--- config.mk ---
export PLATFORM = sky130hd
export DESIGN_NAME = blkpang_feeder_pipe4_flat
export DESIGN_NICKNAME = d
export VERILOG_FILES = /design/src/rtl/blkpang_feeder_pipe4_pkg.sv /design/src/rtl/blkpang_feeder_pipe4_if.sv /design/src/rtl/blkpang_bank.sv /design/src/rtl/blkpang_feeder_pipe4.sv /design/src/flat_wrapper.sv
export SDC_FILE = /design/constraint.sdc
export NUM_CORES = 1
export LEC_CHECK = 0
export ABC_CLOCK_PERIOD_IN_PS = 2300
export CORE_MARGIN = 5
export CORE_UTILIZATION = 43
export CTS_CLUSTER_DIAMETER = 40
export CTS_CLUSTER_SIZE = 40
export DETAILED_ROUTE_END_ITERATION = 7
export DONT_BUFFER_PORTS = 1
export PLACE_DENSITY_LB_ADDON = 0.12
export SKIP_LAST_GASP = 1
export SLEW_MARGIN = 20
export SYNTH_ARGS = -nofsm -noshare
export SYNTH_HDL_FRONTEND = slang
export SYNTH_SLANG_ARGS = --single-unit
--- constraint.sdc ---
create_clock -name clk -period 2.3 [get_ports clk]
set_input_delay 0.345 -clock clk [delete_from_list [all_inputs] [get_ports clk]]
set_output_delay 0.345 -clock clk [all_outputs]
set_load 0.01 [all_outputs]
--- src/rtl/blkpang_feeder_pipe4_pkg.sv ---
// Shared types and constants for the pang feeder: lane geometry, FSM encoding,
// bank payload layout and a lane slice helper.
package blkpang_feeder_pipe4_pkg;

    localparam int unsigned LANES = 16;
    localparam int unsigned W     = 8;
    localparam int unsigned IDXW  = 4;
    localparam int unsigned BLKW  = LANES * W;

    typedef enum logic {
        S_IDLE  = 1'b0,
        S_DRAIN = 1'b1
    } state_e;

    // One bank entry: block data plus its inclusive lane window.
    typedef struct packed {
        logic [BLKW-1:0] blk;
        logic [IDXW-1:0] start_idx;
        logic [IDXW-1:0] end_idx;
    } bank_t;

    // Byte lane k of a packed block (k=0 is the least significant byte).
    function automatic logic [W-1:0] lane(input logic [BLKW-1:0] blk, input logic [IDXW-1:0] k);
        return blk[W * 32'(k) +: W];
    endfunction

endpackage

--- src/rtl/blkpang_feeder_pipe4_if.sv ---
// Upstream block handshake for the pang feeder.
//  in_valid/in_ready : transfer when both high
//  in_blk            : 16 byte lanes, lane k at [8k+7:8k]
//  in_start/in_end   : inclusive lane window to emit
interface blkpang_feeder_pipe4_if;
    import blkpang_feeder_pipe4_pkg::*;

    logic            in_valid;
    logic            in_ready;
    logic [BLKW-1:0] in_blk;
    logic [IDXW-1:0] in_start;
    logic [IDXW-1:0] in_end;

    modport master (output in_valid, in_blk, in_start, in_end, input in_ready);
    modport slave  (input in_valid, in_blk, in_start, in_end, output in_ready);

endinterface

--- src/rtl/blkpang_bank.sv ---
// One ping-pong bank: block/window register plus its full flag.
//  load       : capture d and mark full
//  clear      : mark empty (bank drained)
//  flush      : sync empty, overrides load/clear
//  q, full    : registered contents and flag
//  full_nxt_c : value full takes at the next edge
module blkpang_bank
    import blkpang_feeder_pipe4_pkg::*;
(
    input  logic  clk,
    input  logic  reset_n,
    input  logic  load,
    input  logic  clear,
    input  logic  flush,
    input  bank_t d,
    output bank_t q,
    output logic  full,
    output logic  full_nxt_c
);

    // Next full flag; load and clear never target the same bank on one edge.
    always_comb begin
        full_nxt_c = full;
        if (flush) begin
            full_nxt_c = 1'b0;
        end else if (load) begin
            full_nxt_c = 1'b1;
        end else if (clear) begin
            full_nxt_c = 1'b0;
        end
    end

    always_ff @(posedge clk or negedge reset_n) begin
        if (!reset_n) begin
            q    <= '0;
            full <= 1'b0;
        end else begin
            full <= full_nxt_c;
            if (load && !flush) begin
                q <= d;
            end
        end
    end

endmodule

--- src/rtl/blkpang_feeder_pipe4.sv ---
// Ping-pong feeder for the per-pang byte-select stage. Upstream fills one bank
// while the other drains its lane window one select per cycle.
//  clk, reset_n      : clock, async active-low reset
//  flush             : sync clear of banks, pointers and FSM
//  up                : upstream block handshake (slave side)
//  blk_o             : lanes of the draining bank
//  needfull          : a window is being drained
//  needpangstartinc  : start lane of the draining bank
//  needpangendinc    : end lane of the draining bank
//  next_sft          : lane select for this cycle
//  blk_done          : high on the last lane of a window
module blkpang_feeder_pipe4
    import blkpang_feeder_pipe4_pkg::*;
(
    input  logic                  clk,
    input  logic                  reset_n,
    input  logic                  flush,
    blkpang_feeder_pipe4_if.slave up,
    output logic [BLKW-1:0]       blk_o,
    output logic                  needfull,
    output logic [IDXW-1:0]       needpangstartinc,
    output logic [IDXW-1:0]       needpangendinc,
    output logic [IDXW-1:0]       next_sft,
    output logic                  blk_done
);

    state_e          state, state_nxt;
    logic            wr_ptr, rd_ptr, wr_ptr_nxt, rd_ptr_nxt;
    bank_t           bank_d, cur;
    bank_t           bank_q [2];
    logic [1:0]      full, full_nxt, load, clear;
    logic            transfer_c, reload_c, done_nxt, needfull_nxt, in_ready_nxt;
    logic [BLKW-1:0] blk_nxt;
    logic [IDXW-1:0] start_nxt, end_nxt, sft_nxt;

    for (genvar g = 0; g < 2; g++) begin : g_bank
        blkpang_bank u_bank (
            .clk        (clk),
            .reset_n    (reset_n),
            .load       (load[g]),
            .clear      (clear[g]),
            .flush      (flush),
            .d          (bank_d),
            .q          (bank_q[g]),
            .full       (full[g]),
            .full_nxt_c (full_nxt[g])
        );
    end

    // Write side: accepted block goes to the bank under wr_ptr.
    always_comb begin
        transfer_c       = up.in_valid & up.in_ready & ~flush;
        bank_d.blk       = up.in_blk;
        bank_d.start_idx = up.in_start;
        bank_d.end_idx   = up.in_end;
        cur              = bank_q[rd_ptr];
    end

    // FSM state register.
    always_ff @(posedge clk or negedge reset_n) begin
        if (!reset_n) begin
            state <= S_IDLE;
        end else begin
            state <= state_nxt;
        end
    end

    // Next state. In the blk_done cycle rd_ptr already points at the other
    // bank, so a full one there starts straight away without a bubble.
    always_comb begin
        state_nxt = state;
        reload_c  = 1'b0;
        case (state)
            S_IDLE: begin
                if (full[rd_ptr]) begin
                    state_nxt = S_DRAIN;
                    reload_c  = 1'b1;
                end
            end
            S_DRAIN: begin
                if (blk_done) begin
                    if (full[rd_ptr]) begin
                        reload_c = 1'b1;
                    end else begin
                        state_nxt = S_IDLE;
                    end
                end
            end
            default: state_nxt = S_IDLE;
        endcase
        if (flush) begin
            state_nxt = S_IDLE;
            reload_c  = 1'b0;
        end
    end

    // Output next-values. The bank is released on the edge that presents its
    // last lane, so upstream sees in_ready during the blk_done cycle.
    always_comb begin
        blk_nxt   = blk_o;
        start_nxt = needpangstartinc;
        end_nxt   = needpangendinc;
        sft_nxt   = next_sft;
        if (reload_c) begin
            blk_nxt   = cur.blk;
            start_nxt = cur.start_idx;
            end_nxt   = cur.end_idx;
            sft_nxt   = cur.start_idx;
        end else if (state == S_DRAIN && state_nxt == S_DRAIN) begin
            sft_nxt = next_sft + IDXW'(1);
        end
        needfull_nxt = (state_nxt == S_DRAIN);
        done_nxt     = needfull_nxt && (sft_nxt == end_nxt);

        load          = '0;
        clear         = '0;
        load[wr_ptr]  = transfer_c;
        clear[rd_ptr] = done_nxt;

        wr_ptr_nxt   = flush ? 1'b0 : (wr_ptr ^ transfer_c);
        rd_ptr_nxt   = flush ? 1'b0 : (rd_ptr ^ done_nxt);
        in_ready_nxt = ~full_nxt[wr_ptr_nxt];
    end

    // Pointers and output registers.
    always_ff @(posedge clk or negedge reset_n) begin
        if (!reset_n) begin
            wr_ptr           <= 1'b0;
            rd_ptr           <= 1'b0;
            up.in_ready      <= 1'b1;
            blk_o            <= '0;
            needfull         <= 1'b0;
            needpangstartinc <= '0;
            needpangendinc   <= '0;
            next_sft         <= '0;
            blk_done         <= 1'b0;
        end else begin
            wr_ptr           <= wr_ptr_nxt;
            rd_ptr           <= rd_ptr_nxt;
            up.in_ready      <= in_ready_nxt;
            blk_o            <= blk_nxt;
            needfull         <= needfull_nxt;
            needpangstartinc <= start_nxt;
            needpangendinc   <= end_nxt;
            next_sft         <= sft_nxt;
            blk_done         <= done_nxt;
        end
    end

endmodule
--- src/flat_wrapper.sv ---
// flat-port wrapper written by rule: the top's interface ports become plain ports
module blkpang_feeder_pipe4_flat import blkpang_feeder_pipe4_pkg::*;
  (clk, reset_n, flush, blk_o, needfull, needpangstartinc, needpangendinc, next_sft, blk_done, up_in_valid, up_in_blk, up_in_start, up_in_end, up_in_ready);
  blkpang_feeder_pipe4_if up_i ();
  input  logic clk;
  input  logic reset_n;
  input  logic flush;
  output logic [BLKW-1:0] blk_o;
  output logic needfull;
  output logic [IDXW-1:0] needpangstartinc;
  output logic [IDXW-1:0] needpangendinc;
  output logic [IDXW-1:0] next_sft;
  output logic blk_done;
  input wire logic [$bits(up_i.in_valid)-1:0] up_in_valid;
  input wire logic [$bits(up_i.in_blk)-1:0] up_in_blk;
  input wire logic [$bits(up_i.in_start)-1:0] up_in_start;
  input wire logic [$bits(up_i.in_end)-1:0] up_in_end;
  output wire logic [$bits(up_i.in_ready)-1:0] up_in_ready;
  assign up_i.in_valid = up_in_valid;
  assign up_i.in_blk = up_in_blk;
  assign up_i.in_start = up_in_start;
  assign up_i.in_end = up_in_end;
  assign up_in_ready = up_i.in_ready;
  blkpang_feeder_pipe4 u_core (.clk(clk), .reset_n(reset_n), .flush(flush), .up(up_i), .blk_o(blk_o), .needfull(needfull), .needpangstartinc(needpangstartinc), .needpangendinc(needpangendinc), .next_sft(next_sft), .blk_done(blk_done));
endmodule
## After elaboration in Yosys (flattened, before gate mapping)

Index checks and enable logic that the tools add are counted.

- Bits in registers: 419
- Bits in latches: 0
- Memory bits (writable): 0
- Bits in read-only memories: 0
- Input port bits: 140
- Output and inout port bits: 143
- Word-level logic and storage cells: 71
- Memories kept: 0

- Add/subtract/negate cells: 1
- Multipliers: 0
- Divide/modulo/power cells: 0
- Magnitude comparators: 6
- Equality and inequality tests: 1
- Shift operators: 0
- Mux-type cells: 29
- Bitwise operators: 10
- Reductions and logical operators: 7

Operators with widths:

| cell | count |
|---|---|
| two-way mux 136 bit | 3 |
| two-way mux 1 bit | 19 |
| two-way mux 4 bit | 3 |
| logical AND 1 bit | 6 |
| less-than comparator 1 x 2 -> 1 bit (second input constant) | 3 |
| adder 4 x 1 -> 4 bit (second input constant) | 1 |
| AND 2 bit | 2 |
| == test 4 bit | 1 |
| one-hot mux 1 bit (2 select lines) | 2 |
| NOT 1 bit | 3 |
| AND 1 bit | 2 |
| demux 1 bit (select 1 bit) | 2 |
| >= comparator 1 bit (second input constant) | 2 |
| >= comparator 2 bit (second input constant) | 1 |
| NOT 1 -> 2 bit | 1 |
| bitwise XOR 1 bit | 2 |
| logical NOT 1 bit | 1 |

## Longest topological paths before layout

- Word-level depth: 18
- Mapped depth: 13
- Gate-level depth less buffers: 12

## Hierarchy

From an unflattened synthesis, not the netlist that was laid out.

- Cell total of the unflattened synthesis: 1266
- Area, all modules: 17431.7 µm²

Modules (own cells, without submodules):

| module | instances | cells an instance | area each (µm²) | seq. area each (µm²) |
|---|---|---|---|---|
| blkpang_bank | 2 | 292 | 5251.3 | 3428.3 |
| blkpang_feeder_pipe4 | 1 | 682 | 6929.1 | 3629.7 |

## Worst setup path before layout

OpenSTA, ideal clock, no wires.

- Path kind: flip-flop to flip-flop
- From: register u_core.blk_done
- To: register u_core.up.in_ready
- Library setup time: 0.075 ns
- Arrival: 2.292 ns
- Required time: 2.225 ns
- Setup slack: -0.067 ns
- Cell stages (with the launch flop): 12
- Buffers on the path: 0
- Clock period less this slack: 2.367 ns
- Path through: dfrtp_1 and2b_4 nor3_4 mux2_2 xor2_1 nor3_1 o221a_1 ha_1 inv_1 a21oi_1 nor2_1 mux2i_1

- Elaborated cells on any way between the ends: 22
- Those cells by class: eq/ne (1); mux (17); bitwise (2); reduce/logical (2)

RTL lines:

| element | line | RTL |
|---|---|---|
| start: declaration | blkpang_feeder_pipe4.sv:24 | `output logic blk_done` |
| start signal: assignment | blkpang_feeder_pipe4.sv:146 | `blk_done <= done_nxt;` |
| two-way mux 1 bit | blkpang_feeder_pipe4.sv:81 | `if (blk_done) begin` |
| one-hot mux 1 bit (2 select lines) | blkpang_feeder_pipe4.sv:73 | `case (state)` |
| two-way mux 1 bit | blkpang_feeder_pipe4.sv:91 | `if (flush) begin` |
| two-way mux 4 bit | blkpang_feeder_pipe4.sv:104 | `if (reload_c) begin` |
| via u_core.end_nxt[1] | blkpang_feeder_pipe4.sv:34 | `logic [IDXW-1:0] start_nxt, end_nxt, sft_nxt;` |
| == test 4 bit | blkpang_feeder_pipe4.sv:113 | `done_nxt = needfull_nxt && (sft_nxt == end_nxt);` |
| logical AND 1 bit | blkpang_feeder_pipe4.sv:113 |  |
| via u_core.done_nxt | blkpang_feeder_pipe4.sv:32 | `logic transfer_c, reload_c, done_nxt, needfull_nxt, in_ready_nxt;` |
| AND 2 bit (no line) | -- |  |
| two-way mux 1 bit | blkpang_bank.sv:28 | `end else if (clear) begin` |
| two-way mux 1 bit | blkpang_bank.sv:26 | `end else if (load) begin` |
| two-way mux 1 bit | blkpang_bank.sv:24 | `if (flush) begin` |
| via u_core.g_bank[1].u_bank.full_nxt_c | blkpang_bank.sv:18 | `output logic full_nxt_c` |
| two-way mux 1 bit (not written as such) (2 in series) | blkpang_feeder_pipe4.sv:122 | `in_ready_nxt = ~full_nxt[wr_ptr_nxt];` |
| NOT 1 bit | blkpang_feeder_pipe4.sv:122 |  |
| via u_core.in_ready_nxt | blkpang_feeder_pipe4.sv:32 |  |
| end signal: assignment | blkpang_feeder_pipe4.sv:140 | `up.in_ready <= in_ready_nxt;` |
| end: declaration | blkpang_feeder_pipe4_if.sv:15 | `modport slave (input in_valid, in_blk, in_start, in_end, output in_ready);` |

The timed path passes the listed nets, and every way through them passes these cells. The select of a mux whose other input is x is not followed.
A chain may end at the register's enable or synchronous reset.

## Worst setup path after layout

- From: register u_core.rd_ptr
- To: register u_core.up.in_ready

- Elaborated cells on any way between the ends: 34
- Those cells by class: order compare (2); eq/ne (1); mux (25); bitwise (3); reduce/logical (3)

RTL lines:

| element | line | RTL |
|---|---|---|
| start: declaration | blkpang_feeder_pipe4.sv:28 | `logic wr_ptr, rd_ptr, wr_ptr_nxt, rd_ptr_nxt;` |
| start signal: assignment | blkpang_feeder_pipe4.sv:139 | `rd_ptr <= rd_ptr_nxt;` |
| two-way mux 1 bit (not written as such) (2 in series) | blkpang_feeder_pipe4.sv:75, blkpang_feeder_pipe4.sv:82 |  |
| two-way mux 1 bit | blkpang_feeder_pipe4.sv:75, blkpang_feeder_pipe4.sv:82 |  |
| two-way mux 1 bit | blkpang_feeder_pipe4.sv:81 |  |
| one-hot mux 1 bit (2 select lines) | blkpang_feeder_pipe4.sv:73 |  |
| two-way mux 1 bit | blkpang_feeder_pipe4.sv:91 |  |
| two-way mux 4 bit * | blkpang_feeder_pipe4.sv:104 |  |
| via u_core.end_nxt[1] | blkpang_feeder_pipe4.sv:34 |  |
| == test 4 bit * | blkpang_feeder_pipe4.sv:113 |  |
| (+1 left out) | -- |  |
| via u_core.done_nxt | blkpang_feeder_pipe4.sv:32 |  |
| AND 2 bit (no line) * | -- |  |
| two-way mux 1 bit * | blkpang_bank.sv:28 |  |
| two-way mux 1 bit * | blkpang_bank.sv:26 |  |
| two-way mux 1 bit * | blkpang_bank.sv:24 |  |
| via u_core.g_bank[1].u_bank.full_nxt_c | blkpang_bank.sv:18 |  |
| two-way mux 1 bit (not written as such) * (2 in series) | blkpang_feeder_pipe4.sv:122 |  |
| NOT 1 bit * | blkpang_feeder_pipe4.sv:122 |  |
| via u_core.in_ready_nxt | blkpang_feeder_pipe4.sv:32 |  |

The timed path passes the listed nets; every way through them passes the cells marked *. The select of a mux whose other input is x is not followed.

==> results.yml <==
worst_setup_path:
  crit_path_end_kind: "flop"
  worstPathMaxFanout: 5
  rrSetupSlack_ns: -0.1
  setup.worst_path.start: "u_core.rd_ptr"
  crit_arrival_ns: 2.88
  r2r-end: "u_core.up.in_ready"
  critPathCapture: "u_core.up.in_ready"
  worst_ep_required_time_ns: 2.78
  ff2ff_path_depth: 11
  startpoint_type: "flop"
  path_class: "reg2reg"
  r2r_start: "u_core.rd_ptr"
grt:
  antenna_found_initial: 5
  grt_pass1_vias: 10940
  grt_overflow: 0
  grt_max_degree: 420
  grt_use_total: 0.1755
  grt_pass1_wl_um: 62210
route:
  dr.pass1.iters: 4
  drcViolationCount: 0
  vias: 10030
  drt-wirelength-per-cell_um: 19.00
  drt_iter0_markers: 522
  wl_um: 37950
  wl_met2_um: 17610
  met3_length_um: 2502
  highest_layer: "met4"
  wl_met1_um: 16960
  drt.antenna.violating_nets: 0
  viasPerCell: 5.024
clock_tree:
  numClockSinks: 419
  cts_tree: "done"
  cts-root-buf: "clkbuf_16"
  clk_pin_slew_ns: 0.05
  insertion_delay_ns: 0.55
  htreeDepth: 3
  cts_buffers: 66
  ctsHoldBuffers: 139
  clockBufferDepth: 3
run_status:
  violations: "negative hold slack, max-slew violations, negative setup slack"
  status: "finished with violations"
pwr:
  powerDensity_mw_per_mm2: 1216
  p_leak_nw: 9.187
  irDropWorstVdd_uv: 680.0
timing:
  fmax_ghz: 0.4175
  finalHoldViolCount: 423
  slew_headroom: -0.08676
  setup_violations: 2
  holdWs_ns: -0.5028
  fin_ws_ns: -0.09504
  slew_viol_final: 112
  rsz0062_at_grt: "true"
  min_period_ns: 2.395
  worst_pin_slew_ns: 1.630
  fin_setup_tns_ns: -0.1094
  fin_skew_ns: 0.01383
  fin_crit_sh: 1.041
synthesis:
  synth_flop_cell: "dfrtp_1"
  syn_nets: 1384
  ys_ff_latch: 419
  synth_top_area_share: 0.6140
  ys_types: 39
  synth_area_leaders: "dfrtp_1 61%, mux2_2 18%, mux2i_1 7.9%, o21ai_1 3.4%, nand2_1 3.0%"
  synth_edf_count: 0
  synthArstFlopShare: 1.000
  synth_area_per_cell_um2: 13.75
  syn_inst: 1239
  seq_area_frac_synth: 0.6156
  synth_warnings: 0
  synth.cell_area_mm2: 0.01704
  synth_top_area_cell: "dfrtp_1"
floorplanning:
  fp.dieW_um: 209.0
  die_area_mm2: 0.04370
  core_mm2: 0.03946
  io-pin-count: 283
  placementRows: 73
  die_height_um: 209.0
  start_util: 0.4317
run:
  max_cap_viol_count: 0
final_layout:
  final_core_utilization: 0.5466
  fin_area_mm2: 0.02157
  layout.nets: 1561
  drive_gt1_frac: 0.3088
  area.growth.synth_to_final_pct: 26.61
placed_design:
  port-buffer-count: 0
  dpl-instance-area_mm2: 0.01782
  gp_congestion: 0.7232
  dp_hpwl_um: 24250
min_path:
  hold_path.class: "in2async"
==> cell usage in the layout, fill, tap and decap left out, drive strengths merged, types with 10 or more instances in the layout <==
cell	Yosys	layout
dlygate4sd3	0	139
mux2i	136	136
inv	5	10
o21ai	133	133
clkbuf	47	83
mux2	275	275
buf	30	47
clkinv	0	13
nand2	134	134
dfrtp	418	418
==> worst min path at each step <==
stage,end
floorplan,u_core.blk_done
global placement,u_core.g_bank[1].u_bank.q[82]
detailed placement,u_core.blk_o[122]
CTS,u_core.g_bank[1].u_bank.q[79]
global route,u_core.g_bank[0].u_bank.q[82]
finish,u_core.g_bank[0].u_bank.q[82]
==> stage by stage <==
| stage | hold slack, ns | cells | setup slack (ns) | power, mW |
|---|---|---|---|---|
| after floorplan | 0.04941 | 1239 | -0.05728 | 14.73 |
| after global placement | 0.06034 | 1733 | -0.1368 | 15.88 |
| after detailed placement | 0.06368 | 1733 | -0.1370 | 16.07 |
| after CTS | -0.5462 | 1992 | -0.09896 | 26.68 |
| after global routing | -0.5416 | 1997 | -0.2675 | 27.76 |
| final | -0.5028 | 1997 | -0.09504 | 26.24 |
==> power by group <==
group / internal (mW) / switching (mW)
clock network: 6.62 / 3.49
registers: 9.98 / 2.31
logic: 2.29 / 1.54
total: 18.9 / 7.35
==> worst max-delay path, cell delays in order, from the launching register on <==
cell and delay [ns]:
dfrtp_4 0.51, mux2i_4 0.23, nor3_4 0.16, mux2_4 0.33, xor2_1 0.15, nor3_1 0.15, o221a_2 0.27, ha_1 0.16
inv_1 0.04, a21oi_1 0.13, nor2_1 0.07, mux2i_1 0.13
==> cell families (layout without fill, tap and decap cells) <==
logic type / Yosys count / count (layout) / synth area share
AOI/OAI and AO/OA: 152 / 152 / 0.04840
xor gates and xnor gates: 9 / 9 / 0.004628
adders and majority gates: 5 / 5 / 0.003672
buffers and inverters: 82 / 310 / 0.02644
DFF: 419 / 419 / 0.6156
muxes: 411 / 411 / 0.2624
other: 0 / 5 / 0
and+or+nand+nor: 161 / 161 / 0.03885
==> state kept, by name (all words and copies together), names as in the netlist <==
| name | flops |
|---|---|
| u_core.g_bank.u_bank.q | 272 |
| u_core.blk_o | 128 |
| u_core.needpangendinc | 4 |
| u_core.needpangstartinc | 4 |
| u_core.next_sft | 4 |
| u_core.g_bank.u_bank.full | 2 |
| u_core.blk_done | 1 |
| u_core.rd_ptr | 1 |
| u_core.state | 1 |
| u_core.up.in_ready | 1 |
| u_core.wr_ptr | 1 |
==> layout make-up <==
class	count	area [um2]
clock buffers	83	1808
diodes	5	12.51
repair buffers	186	1939
multi-input cells	738	6168
well taps	525	656.9
fillers	3362	17890
inverters	5	18.77
flip-flops and latches	419	10490
clock inverters	36	473.0
==> cells in the mapped netlist (7+ instances only) <==
library cell and n:
nor2_1 9, dfrtp_1 418, o21ai_0 18, xnor2_1 7
buf_2 12, mux2i_1 135, clkbuf_1 47, mux2_2 275
buf_6 16, nand2_1 134, a21oi_1 8, o21ai_1 115
==> per-layer routing <==
metal	global-route usage	vias up
met3	0.05675	66
met2	0.2748	225
li1	-	4722
met4	0.06008	0
met5	0	-
met1	0.2322	5020
==> what timing repair did <==
item                       in CTS  in global routing
setup endpoints to repair       3                 30
hold endpoints to repair      699                423
gates resized for setup         6                  8
pin swaps                       2                  0
buffers inserted                1                  0
No activity file was read; power rests on OpenSTA's default activity.
